### config.mk
export PLATFORM = sky130hd
export DESIGN_NAME = card_cmd_sequencer
export DESIGN_NICKNAME = d
export VERILOG_FILES = /design/src/rtl/card_cmd_sequencer.sv
export SDC_FILE = /design/constraint.sdc
export NUM_CORES = 1
export LEC_CHECK = 0
export CAP_MARGIN = 20
export CORE_UTILIZATION = 45
export CTS_CLUSTER_SIZE = 28
export DETAILED_ROUTE_END_ITERATION = 12
export PLACE_DENSITY = 0.75
export RECOVER_POWER = 100
export SETUP_SLACK_MARGIN = 0.1
export SLEW_MARGIN = 5
export SYNTH_ARGS = -nofsm -noshare
export SYNTH_HDL_FRONTEND = slang
export SYNTH_SLANG_ARGS = --single-unit
### constraint.sdc
create_clock -name CLK -period 2.6 [get_ports CLK]
set_clock_uncertainty 0.1 [all_clocks]
set_input_delay 0.26 -clock CLK [delete_from_list [all_inputs] [get_ports CLK]]
set_output_delay 0.26 -clock CLK [all_outputs]
set_load 0.1 [all_outputs]
### src/rtl/card_cmd_sequencer.sv
// Host command sequencer: parses 'R'/'W'/'S' frames from the UART byte stream, drives the card
// driver request ports and merges card result bytes with its own status bytes onto UART TX.
module card_cmd_sequencer #(
    parameter int unsigned BLOCK_BYTES = 512,
    parameter int unsigned TIMEOUT_CYC = 50_000_000
) (
    input  logic        CLK,
    input  logic        nRESET,
    input  logic        RX_STB,
    input  logic [7:0]  RX_DAT,
    output logic        RX_ACK,
    output logic        TX_STB,
    output logic [7:0]  TX_DAT,
    input  logic        TX_ACK,
    output logic        WR_STB,
    output logic [31:0] WR_ADDR,
    input  logic        WR_ACK,
    output logic        WD_STB,
    output logic [7:0]  WD_DATA,
    input  logic        WD_ACK,
    output logic        RD_STB,
    output logic [31:0] RD_ADDR,
    input  logic        RD_ACK,
    input  logic        RES_STB,
    input  logic [7:0]  RES_DATA,
    output logic        RES_ACK,
    output logic        BUSY,
    output logic        ERR,
    output logic [2:0]  DBG_STATE
);
    // Every STB/ACK pair: a transfer happens on a rising CLK edge with STB and ACK both high; the
    // source holds STB and data stable until then and drops STB afterwards unless more is queued.
    typedef enum logic [2:0] {
        S_IDLE, S_ADDR, S_ISSUE_RD, S_ISSUE_WR, S_DATA, S_PUSH, S_STATUS
    } state_t;
    typedef enum logic [1:0] {OWN_NONE, OWN_STAT, OWN_RES} own_t;

    localparam logic [31:0] TMO_LAST  = 32'(TIMEOUT_CYC - 1);
    localparam logic [15:0] DATA_LAST = 16'(BLOCK_BYTES - 1);

    state_t      state_q, state_d;
    own_t        own_q, own_d, own_sel;
    logic        cmd_wr_q, cmd_wr_d;
    logic [31:0] addr_q, addr_d;
    logic [1:0]  byte_cnt_q, byte_cnt_d;
    logic [15:0] data_cnt_q, data_cnt_d;
    logic [31:0] tmo_q, tmo_d;
    logic [7:0]  err_cnt_q, err_cnt_d;
    logic [7:0]  wd_data_q, wd_data_d;
    logic [7:0]  stat_byte_q, stat_byte_d;
    logic        rx_ack_q, rx_ack_d;
    logic        err_q, err_d;
    logic        err_inc, rx_xfer, tx_xfer, timed, tmo_hit;

    assign rx_xfer   = RX_STB && rx_ack_q;
    assign RX_ACK    = rx_ack_q;
    assign WR_STB    = (state_q == S_ISSUE_WR);
    assign RD_STB    = (state_q == S_ISSUE_RD);
    assign WD_STB    = (state_q == S_PUSH);
    assign WR_ADDR   = addr_q;
    assign RD_ADDR   = addr_q;
    assign WD_DATA   = wd_data_q;
    assign BUSY      = (state_q != S_IDLE);
    assign ERR       = err_q;
    assign DBG_STATE = state_q;

    // A new TX owner is only picked while nobody holds the channel; the status byte wins ties.
    always_comb begin
        own_sel = own_q;
        if (own_q == OWN_NONE) begin
            if (state_q == S_STATUS) own_sel = OWN_STAT;
            else if (RES_STB)        own_sel = OWN_RES;
        end
        TX_STB  = (own_sel == OWN_STAT) || ((own_sel == OWN_RES) && RES_STB);
        TX_DAT  = 8'h00;
        if (own_sel == OWN_STAT)     TX_DAT = stat_byte_q;
        else if (own_sel == OWN_RES) TX_DAT = RES_DATA;
        RES_ACK = (own_sel == OWN_RES) && TX_ACK;
        tx_xfer = TX_STB && TX_ACK;
        own_d   = own_q;
        if (tx_xfer)     own_d = OWN_NONE;
        else if (TX_STB) own_d = own_sel;
    end

    always_comb begin
        state_d     = state_q;
        cmd_wr_d    = cmd_wr_q;
        addr_d      = addr_q;
        byte_cnt_d  = byte_cnt_q;
        data_cnt_d  = data_cnt_q;
        wd_data_d   = wd_data_q;
        stat_byte_d = stat_byte_q;
        err_d       = 1'b0;
        err_inc     = 1'b0;
        timed       = (state_q == S_ADDR) || (state_q == S_DATA);
        tmo_d       = (rx_xfer || !timed) ? 32'd0 : tmo_q + 32'd1;
        tmo_hit     = timed && !rx_xfer && (tmo_q == TMO_LAST);
        case (state_q)
            S_IDLE: if (rx_xfer) begin
                if (RX_DAT == 8'h52 || RX_DAT == 8'h57) begin
                    state_d    = S_ADDR;
                    cmd_wr_d   = (RX_DAT == 8'h57);
                    byte_cnt_d = 2'd0;
                end else if (RX_DAT == 8'h53) begin
                    state_d     = S_STATUS;
                    stat_byte_d = err_cnt_q;
                end else begin
                    state_d     = S_STATUS;
                    stat_byte_d = 8'h3F;
                    err_d       = 1'b1;
                    err_inc     = 1'b1;
                end
            end
            S_ADDR: if (rx_xfer) begin
                addr_d     = {addr_q[23:0], RX_DAT};
                byte_cnt_d = byte_cnt_q + 2'd1;
                if (byte_cnt_q == 2'd3) state_d = cmd_wr_q ? S_ISSUE_WR : S_ISSUE_RD;
            end
            S_ISSUE_RD: if (RD_ACK) state_d = S_IDLE;
            S_ISSUE_WR: if (WR_ACK) begin
                state_d    = S_DATA;
                data_cnt_d = 16'd0;
            end
            S_DATA: if (rx_xfer) begin
                wd_data_d = RX_DAT;
                state_d   = S_PUSH;
            end
            S_PUSH: if (WD_ACK) begin
                data_cnt_d = data_cnt_q + 16'd1;
                if (data_cnt_q == DATA_LAST) begin
                    state_d     = S_STATUS;
                    stat_byte_d = 8'h4B;
                end else begin
                    state_d = S_DATA;
                end
            end
            S_STATUS: if (tx_xfer && own_sel == OWN_STAT) state_d = S_IDLE;
            default: state_d = S_IDLE;
        endcase
        if (tmo_hit) begin
            state_d     = S_STATUS;
            stat_byte_d = 8'h54;
            err_d       = 1'b1;
            err_inc     = 1'b1;
        end
        err_cnt_d = err_cnt_q;
        if (err_inc && err_cnt_q != 8'hFF) err_cnt_d = err_cnt_q + 8'd1;
        // Registered accept: low for one cycle after every RX transfer and outside parsing states.
        rx_ack_d = !rx_xfer &&
                   (state_d == S_IDLE || state_d == S_ADDR || state_d == S_DATA);
    end

    always_ff @(posedge CLK or negedge nRESET) begin
        if (!nRESET) begin
            state_q     <= S_IDLE;
            own_q       <= OWN_NONE;
            cmd_wr_q    <= 1'b0;
            addr_q      <= 32'd0;
            byte_cnt_q  <= 2'd0;
            data_cnt_q  <= 16'd0;
            tmo_q       <= 32'd0;
            err_cnt_q   <= 8'd0;
            wd_data_q   <= 8'd0;
            stat_byte_q <= 8'd0;
            rx_ack_q    <= 1'b0;
            err_q       <= 1'b0;
        end else begin
            state_q     <= state_d;
            own_q       <= own_d;
            cmd_wr_q    <= cmd_wr_d;
            addr_q      <= addr_d;
            byte_cnt_q  <= byte_cnt_d;
            data_cnt_q  <= data_cnt_d;
            tmo_q       <= tmo_d;
            err_cnt_q   <= err_cnt_d;
            wd_data_q   <= wd_data_d;
            stat_byte_q <= stat_byte_d;
            rx_ack_q    <= rx_ack_d;
            err_q       <= err_d;
        end
    end
endmodule

==> impl_metrics.yaml, run 1 <==
synth:
  synth_area_leaders: "dfrtp_1 (50%), nand2_1 (6.7%), buf_4 (4.2%)"
  synth_top_area_share: 0.497
  yosys.area.top_type: "dfrtp_1"
  seq_area_frac_synth: 0.497
  yosysWarnings: 0
  synthesis.nets: 615
  ys_ff_latch: 114
  synthArstFlopShare: 1.00
  yosysUniqueCellTypes: 58
  syn_area_sq_um: 5740
  yosys_most_used_dff: "dfrtp_1"
  synth.avg_cell_area_sq_um: 9.78
  synth_edf_count: 0
  syn-instance-count: 587
clock_tree:
  cts.path.max_buffers: 2
  clk_pin_slew_ns: 0.05
  h-tree-depth: 4
  cts_buffers: 17
  clkSinkCount: 114
  cts-root-buf: "clkbuf_16"
  worstSkewPairLatency_ns: 0.41
  cts_tree: "built"
grt:
  first_global_vias: 4662
  grt_max_degree: 50
  track_usage: 0.222
  antenna_found_initial: 0
  grt_pass1_wl_microns: 22600
  grt-ovfl-total: 0
final_layout:
  layout.cells.non_filler: 875
  syn2layout_area_growth_pct: 25.9
  n_antenna_cell: 0
  drive_gt1_frac: 0.161
  fin_nets: 722
  final_area_sq_um: 7220
sta:
  fmax_mhz: 402
  fin_crit_sh: 0.958
  hold_viol: 0
  timing.final.ws_setup_ns: 0.110
  report.final.slew_viol_count: 0
  slew_headroom: 0.190
  tightest_slew_ns: 1.22
  setup_viol: 0
  min_period_ns: 2.49
  rsz0062_at_grt: "false"
  finalSetupTns_ns: 0
setup_path:
  rr_endpoint: "RX_ACK"
  critPathLaunch: "DBG_STATE[0]"
  timing.rr.start: "DBG_STATE[0]"
  cp.depth: 7
  crit_buf_inv: 3
  timing.critical_path.fanout_max: 5
  rr_worst_depth: 6
  cp.arrival_ns: 2.13
  cp_common_cell: "buf_8"
  required_ns: 2.24
  crit_family: "flip-flops"
  crit_chain: "buf_8 > nand3b_1 > a21oi_2 > nor2_2 > buf_2 > a22o_4 > buf_8"
  endpoint_kind: "primary output"
  critical_path.endpoint: "TX_DAT[2]"
  r2r_setup_slack_ns: 0.17
  crit_slowest_cell: "dfrtp_4"
  critical_path_class: "reg -> out"
  slowest_delay_ns: 0.49
  startpoint_type: "register"
detailed_routing:
  viasPerCell: 5.35
  drt_pre_antenna_iters: 4
  drc: 0
  wire_per_inst_microns: 15.8
  via_count: 4681
  totalWireLength_microns: 13800
  ant_nets: 0
  drt_iter0_drc: 203
floorplanning:
  core_region_area_sq_um: 12200
  initial_core_util: 0.470
  dieHeight_microns: 115
  die_w_microns: 115
  die_area_sq_um: 13200
  io_pins: 115
  rows: 40
worst_hold_path:
  min_from: "TX_ACK"
  hp-class: "in -> reg"
place:
  dp.final_hpwl_microns: 9240
  portBuffers: 114
  dp_cells: 832
  gp_congestion: 0.802
  preCtsSetupSlack_ns: 0.103
  dpl_cell_area_sq_um: 6830
job:
  drv_cap: 0
run_status:
  status: "finished clean"
[cell usage in the layout, fill, tap and decap left out, drive strengths merged, types with 4 or more instances in the layout]
cell type / synthesis / final
dfrtp: 114 / 114
clkbuf: 16 / 112
nand2: 102 / 102
nor2: 59 / 59
buf: 37 / 27
xor2: 26 / 26
nand3: 24 / 24
clkdlybuf4s50: 0 / 22
xnor2: 21 / 21
o21ai: 16 / 16
mux2: 16 / 16
nor3: 13 / 13
nor4: 13 / 13
inv: 13 / 12
a21oi: 12 / 12
and3: 11 / 11
nand4: 10 / 10
a22o: 9 / 9
or3: 7 / 7
o211ai: 6 / 6
nor4b: 6 / 6
and4: 5 / 5
clkinvlp: 0 / 4
ha: 4 / 4
clkinv: 0 / 4
bufinv: 0 / 4
and2: 4 / 4
or4: 4 / 4
a2111oi: 4 / 4
[synthesized netlist by cell type (9+ instances only)]
cell type	number
dfrtp_1	114
nand2_1	102
nor2_1	59
buf_4	32
xor2_1	26
nand3_1	23
xnor2_1	21
clkbuf_1	16
mux2_2	15
o21ai_0	14
inv_1	13
nor3_1	13
a21oi_1	12
and3_1	11
nor4_1	11
nand4_1	10
a22o_1	9
[flip-flops by register name (all words and copies together), names as in the netlist, 2 cells and up]
signal and flops:
DBG_STATE 3, RD_ADDR 32, WD_DATA 8, byte_cnt_q 2, data_cnt_q 16, err_cnt_q 8
own_q 2, stat_byte_q 8, tmo_q 32
[through the flow]
stage / hold WS [ns] / utilization
floorplan: -0.136 / -
global placement: 0.184 / 0.559
detailed placement: 0.187 / 0.559
CTS: 0.293 / 0.614
global route: 0.388 / 0.591
finish: 0.353 / 0.591
[per-layer routing]
metal	routed length (microns)	global-route usage	vias to the layer above
met2	7010	0.372	126
met3	690	0.0569	27
met4	292	0.0978	0
met1	5820	0.270	2313
li1	-	-	2215
met5	0	0	-
[cell type report]
class | count | area, sq um
clock buffer | 21 | 470
clock inverter | 11 | 178
fill | 1095 | 4990
inverter | 13 | 52.6
multi-input combinational | 407 | 2570
sequential | 114 | 2860
tap | 168 | 210
timing repair buffer | 141 | 875
[logic make-up after synthesis]
group	Yosys count	synth area share
AND/OR/NAND/NOR	279	0.243
flip-flops	114	0.497
buffers and inverters	66	0.0661
AO/OA/AOI/OAI	58	0.0765
XOR/XNOR	47	0.0717
multiplexers	19	0.0366
adder cells (fa/ha/maj)	4	0.00872
[worst min-delay path by stage]
stage / slack (ns) / endpoint / cells after the start
2_1_floorplan: -0.14 / DBG_STATE[2] / 0
3_3_place_gp: 0.18 / err_cnt_q[3] / 1
5_1_grt: 0.39 / own_q[1] / 2
4_1_cts: 0.29 / err_cnt_q[6] / 2
6_report: 0.35 / own_q[1] / 2
3_5_place_dp: 0.19 / err_cnt_q[3] / 1
[timing repair]
item | in CTS | in global routing
setup endpoints to repair | 10 | 19
gates resized for setup | 0 | 11
hold buffers | 1 | 0
buffers inserted | 2 | 7
cloned | 0 | 1
hold endpoints to repair | 39 | 0
pin swaps | 2 | 3
Power of run 1 is left out: the tool's default activity adds up to more than one toggle a clock period on the data nets, which glitch-free logic cannot reach.
==> run 2, diff against run 1 <==
GPL_TIMING_DRIVEN = 0   (was default)
==> impl_metrics.yaml, run 2 (synthesized netlist as in run 1, its figures left out) <==
grt:
  first_global_vias: 4778
  grt_max_degree: 97
  grt_pass1_wl_microns: 23100
  antenna_found_initial: 0
  grt-ovfl-total: 0
  track_usage: 0.226
detailed_routing:
  via_count: 4769
  totalWireLength_microns: 14000
  viasPerCell: 5.22
  drt_pre_antenna_iters: 5
  ant_nets: 0
  wire_per_inst_microns: 15.3
  drc: 0
  drt_iter0_drc: 264
clock_tree:
  cts_tree: "built"
  cts.path.max_buffers: 2
  cts-root-buf: "clkbuf_16"
  worstSkewPairLatency_ns: 0.42
  clk_pin_slew_ns: 0.05
  cts_buffers: 17
  clkSinkCount: 114
  h-tree-depth: 4
sta:
  report.final.slew_viol_count: 0
  setup_viol: 0
  fmax_mhz: 398
  finalSetupTns_ns: 0
  rsz0062_at_grt: "true"
  min_period_ns: 2.51
  fin_crit_sh: 0.967
  hold_viol: 0
  tightest_slew_ns: 1.18
  slew_headroom: 0.215
job:
  drv_cap: 0
place:
  portBuffers: 114
  dpl_cell_area_sq_um: 7160
  gp_congestion: 0.847
  dp.final_hpwl_microns: 9620
setup_path:
  critPathLaunch: "RD_ADDR[0]"
  timing.critical_path.fanout_max: 4
  r2r_setup_slack_ns: 0.13
  timing.rr.start: "DBG_STATE[1]"
  critical_path.endpoint: "WR_ADDR[0]"
  startpoint_type: "register"
  endpoint_kind: "primary output"
  cp.arrival_ns: 2.15
  rr_worst_depth: 6
  rr_endpoint: "err_cnt_q[4]"
  required_ns: 2.24
  critical_path_class: "reg -> out"
floorplanning:
  rows: 40
  die_area_sq_um: 13200
  io_pins: 115
  core_region_area_sq_um: 12200
  dieHeight_microns: 115
  initial_core_util: 0.470
  die_w_microns: 115
final_layout:
  fin_nets: 761
  n_antenna_cell: 0
  syn2layout_area_growth_pct: 39.5
  final_area_sq_um: 8010
  n_fill_cell: 1000
  multi_input_area_sq_um: 2570
  drive_gt1_frac: 0.187
  final_common_cell: "dfrtp_1"
  seq_area_sq_um: 2860
  final_cell_mix: "dfrtp_1 (111), nand2_1 (102), dlygate4sd3_1 (77)"
worst_hold_path:
  hold_depth: 2
  hp-class: "in -> reg"
run_status:
  status: "finished clean"
==> run 2: changes by cell type in the layout (fill, tap and decap cells not counted), sizes merged <==
cell,delta
clkbuf,-65
clkinvlp,-2
nor2,+1
dlygate4sd3,+76
clkdlybuf4s15,+1
buf,+26
clkinv,-2
bufinv,+3
==> run 2: repair_timing <==
action                     CTS  global route
setup endpoints to repair   14            36
gates resized for setup     89            36
buffers inserted             1             9
cloned                       0             1
hold endpoints to repair   114             0
hold buffers                 1             0
pin swaps                    2            13
==> run 2: worst min path at each step <==
stage                      start            to  slack, ns
floorplan                 nRESET  DBG_STATE[2]      -0.14
global placement    err_cnt_q[7]  err_cnt_q[7]       0.37
detailed placement        nRESET  err_cnt_q[1]       0.02
CTS                       nRESET  err_cnt_q[1]       0.14
global route              TX_ACK      own_q[1]       0.38
finish                    TX_ACK      own_q[1]       0.36
==> run 2: critical path, cell delays in order, from the launching register on <==
cell	delay [ns]
dfrtp_1	0.41
buf_4	0.13
dlygate4sd3_1	1.19
==> run 2: cell type report <==
class	count	area share
sequential	114	0.357
multi-input combinational	408	0.322
timing repair buffer	126	0.158
clock buffer	21	0.0588
buffer	53	0.0428
clock inverter	10	0.0284
tap	168	0.0263
inverter	13	0.00625
==> run 2: metrics by stage <==
| stage | worst slack, ns | std cells | hold slack [ns] | utilization |
|---|---|---|---|---|
| final | 0.0860 | 913 | 0.355 | 0.656 |
| after global routing | 0.0135 | 913 | 0.382 | 0.656 |
| after floorplan | 0.0530 | 587 | -0.136 | - |
| after detailed placement | -0.844 | 870 | 0.0151 | 0.586 |
| after global placement | -3.89 | 869 | 0.375 | 0.584 |
| after CTS | 0.0492 | 903 | 0.143 | 0.648 |
==> run 2: per-layer routing <==
layer  up-vias  GRT usage  wire length, microns
met5         -          0                     0
met4         0     0.0918                   221
met3        19     0.0538                   591
met1      2328      0.283                  6010
met2       128      0.378                  7160
li1       2294          -                     -
Power of run 2 is left out for the same reason.
==> run 3, diff against run 2 <==
CORE_UTILIZATION = 55   (was 45)
PLACE_DENSITY = 0.89   (was 0.75)
clock period = 2.9 ns   (was 2.6 ns; I/O delays follow)
==> impl_metrics.yaml, run 3 (synthesized netlist as in run 1, its figures left out) <==
run_status:
  status: "finished, violations left"
  violations: "max-capacitance violations, max-slew violations"
detailed_routing:
  ant_nets: 0
  drt_iter0_drc: 282
  totalWireLength_microns: 15200
  wire_per_inst_microns: 17.5
  via_count: 5005
  drc: 0
  drt_pre_antenna_iters: 5
  viasPerCell: 5.76
job:
  drv_cap: 1
floorplanning:
  dieHeight_microns: 104
  die_w_microns: 104
  core_region_area_sq_um: 9950
  io_pins: 115
  initial_core_util: 0.576
  die_area_sq_um: 10800
  rows: 36
setup_path:
  required_ns: 2.51
  startpoint_type: "register"
  r2r_setup_slack_ns: 0.23
  crit_slowest_cell: "dfrtp_1"
  crit_family: "buffers and inverters"
  timing.critical_path.fanout_max: 10
  slowest_delay_ns: 0.50
  crit_buf_inv: 3
  endpoint_kind: "primary output"
  cp.arrival_ns: 2.38
  timing.rr.start: "tmo_q[28]"
  critPathLaunch: "DBG_STATE[2]"
  critical_path_class: "reg -> out"
  crit_chain: "buf_2 > nand3b_1 > buf_4 > a21oi_2 > nor2_4 > a22o_2 > clkbuf_4"
grt:
  antenna_found_initial: 0
  grt-ovfl-total: 0
  track_usage: 0.291
  grt_pass1_wl_microns: 24900
  first_global_vias: 5060
  grt_max_degree: 79
sta:
  min_period_ns: 2.77
  rsz0062_at_grt: "false"
  fin_crit_sh: 0.954
  finalSetupTns_ns: 0
  fmax_mhz: 362
  report.final.slew_viol_count: 79
  hold_viol: 0
  setup_viol: 0
  slew_headroom: -0.128
  tightest_slew_ns: 1.69
clock_tree:
  clk_pin_slew_ns: 0.06
  cts.path.max_buffers: 2
  clkSinkCount: 114
  h-tree-depth: 4
  worstSkewPairLatency_ns: 0.52
  cts_tree: "built"
  cts-root-buf: "clkbuf_8"
  cts_buffers: 17
place:
  gp_congestion: 0.830
  dp.final_hpwl_microns: 9980
  portBuffers: 114
final_layout:
  final_cell_mix: "dfrtp_1 (112), nand2_1 (102), dlygate4sd3_1 (78)"
  drive_gt1_frac: 0.159
  syn2layout_area_growth_pct: 32.9
  final_common_cell: "dfrtp_1"
  fin_nets: 753
  n_fill_cell: 641
  n_antenna_cell: 0
worst_hold_path:
  hp-class: "in -> async"
[run 3: changes by cell type in the layout (fill, tap and decap cells not counted), moves of 4 or more]
cell       before  now
buf_2           0    4
bufinv_16       7    2
buf_6           6    1
a22o_2          3    8
a22o_4          5    0
buf_12          4    0
[run 3: worst reg2reg max path, stage by stage (launching register included)]
cell	delay, ns
dfrtp_1	0.46
nor4_2	0.34
nand4_1	0.19
or4_1	0.65
clkbuf_1	0.31
a2111oi_4	0.38
xnor2_1	0.16
[run 3: through the flow]
stage / std cells / worst slack [ns] / cell area (sq um) / hold slack, ns / utilization
5_1_grt: 869 / 0.0477 / 7620 / 0.148 / 0.766
3_3_place_gp: 834 / -3.16 / 7070 / 0.376 / 0.710
6_report: 869 / 0.135 / 7620 / 0.128 / 0.766
4_1_cts: 866 / 0.105 / 7670 / 0.146 / 0.770
3_5_place_dp: 835 / -0.518 / 7100 / 0.115 / 0.713
2_1_floorplan: 587 / 0.182 / 5760 / -0.106 / -
[run 3: path summary, 6_finish.rpt]
path                                 end  cells after the start
max in group asynchronous   DBG_STATE[1]                      3
setup / recovery               TX_DAT[1]                      7
hold reg to reg             err_cnt_q[7]                      1
hold / removal             data_cnt_q[8]                      2
min in group CLK                own_q[1]                      2
setup reg to reg            err_cnt_q[6]                      6
[run 3: routing by layer]
metal  part of all wire  vias to the layer above  track usage  wire length (microns)
met5                  0                        -            0                      0
met4              0.034                        0        0.158                    515
met1               0.39                     2477        0.342                   5900
met3              0.049                       50       0.0645                    747
met2               0.53                      203        0.496                   8050
li1                   -                     2275            -                      -
[run 3: what timing repair did]
| item | CTS | global route |
|---|---|---|
| gates resized for setup | 74 | 5 |
| pin swaps | 0 | 1 |
| endpoints found under the hold margin | 114 | 0 |
| hold buffers | 1 | 0 |
| setup buffers | 0 | 3 |
| endpoints found under the setup margin | 14 | 10 |
[run 3: layout make-up]
cell class / count / area [sq um] / area share
inverters: 13 / 50.0 / 0.00656
well taps: 133 / 166 / 0.0218
flip-flops and latches: 114 / 2860 / 0.375
multi-input cells: 407 / 2500 / 0.329
plain buffers: 53 / 327 / 0.0428
clock inverters: 5 / 75.1 / 0.00985
clock buffers: 25 / 494 / 0.0648
repair buffers: 119 / 1150 / 0.151
Power of run 3 is left out for the same reason.
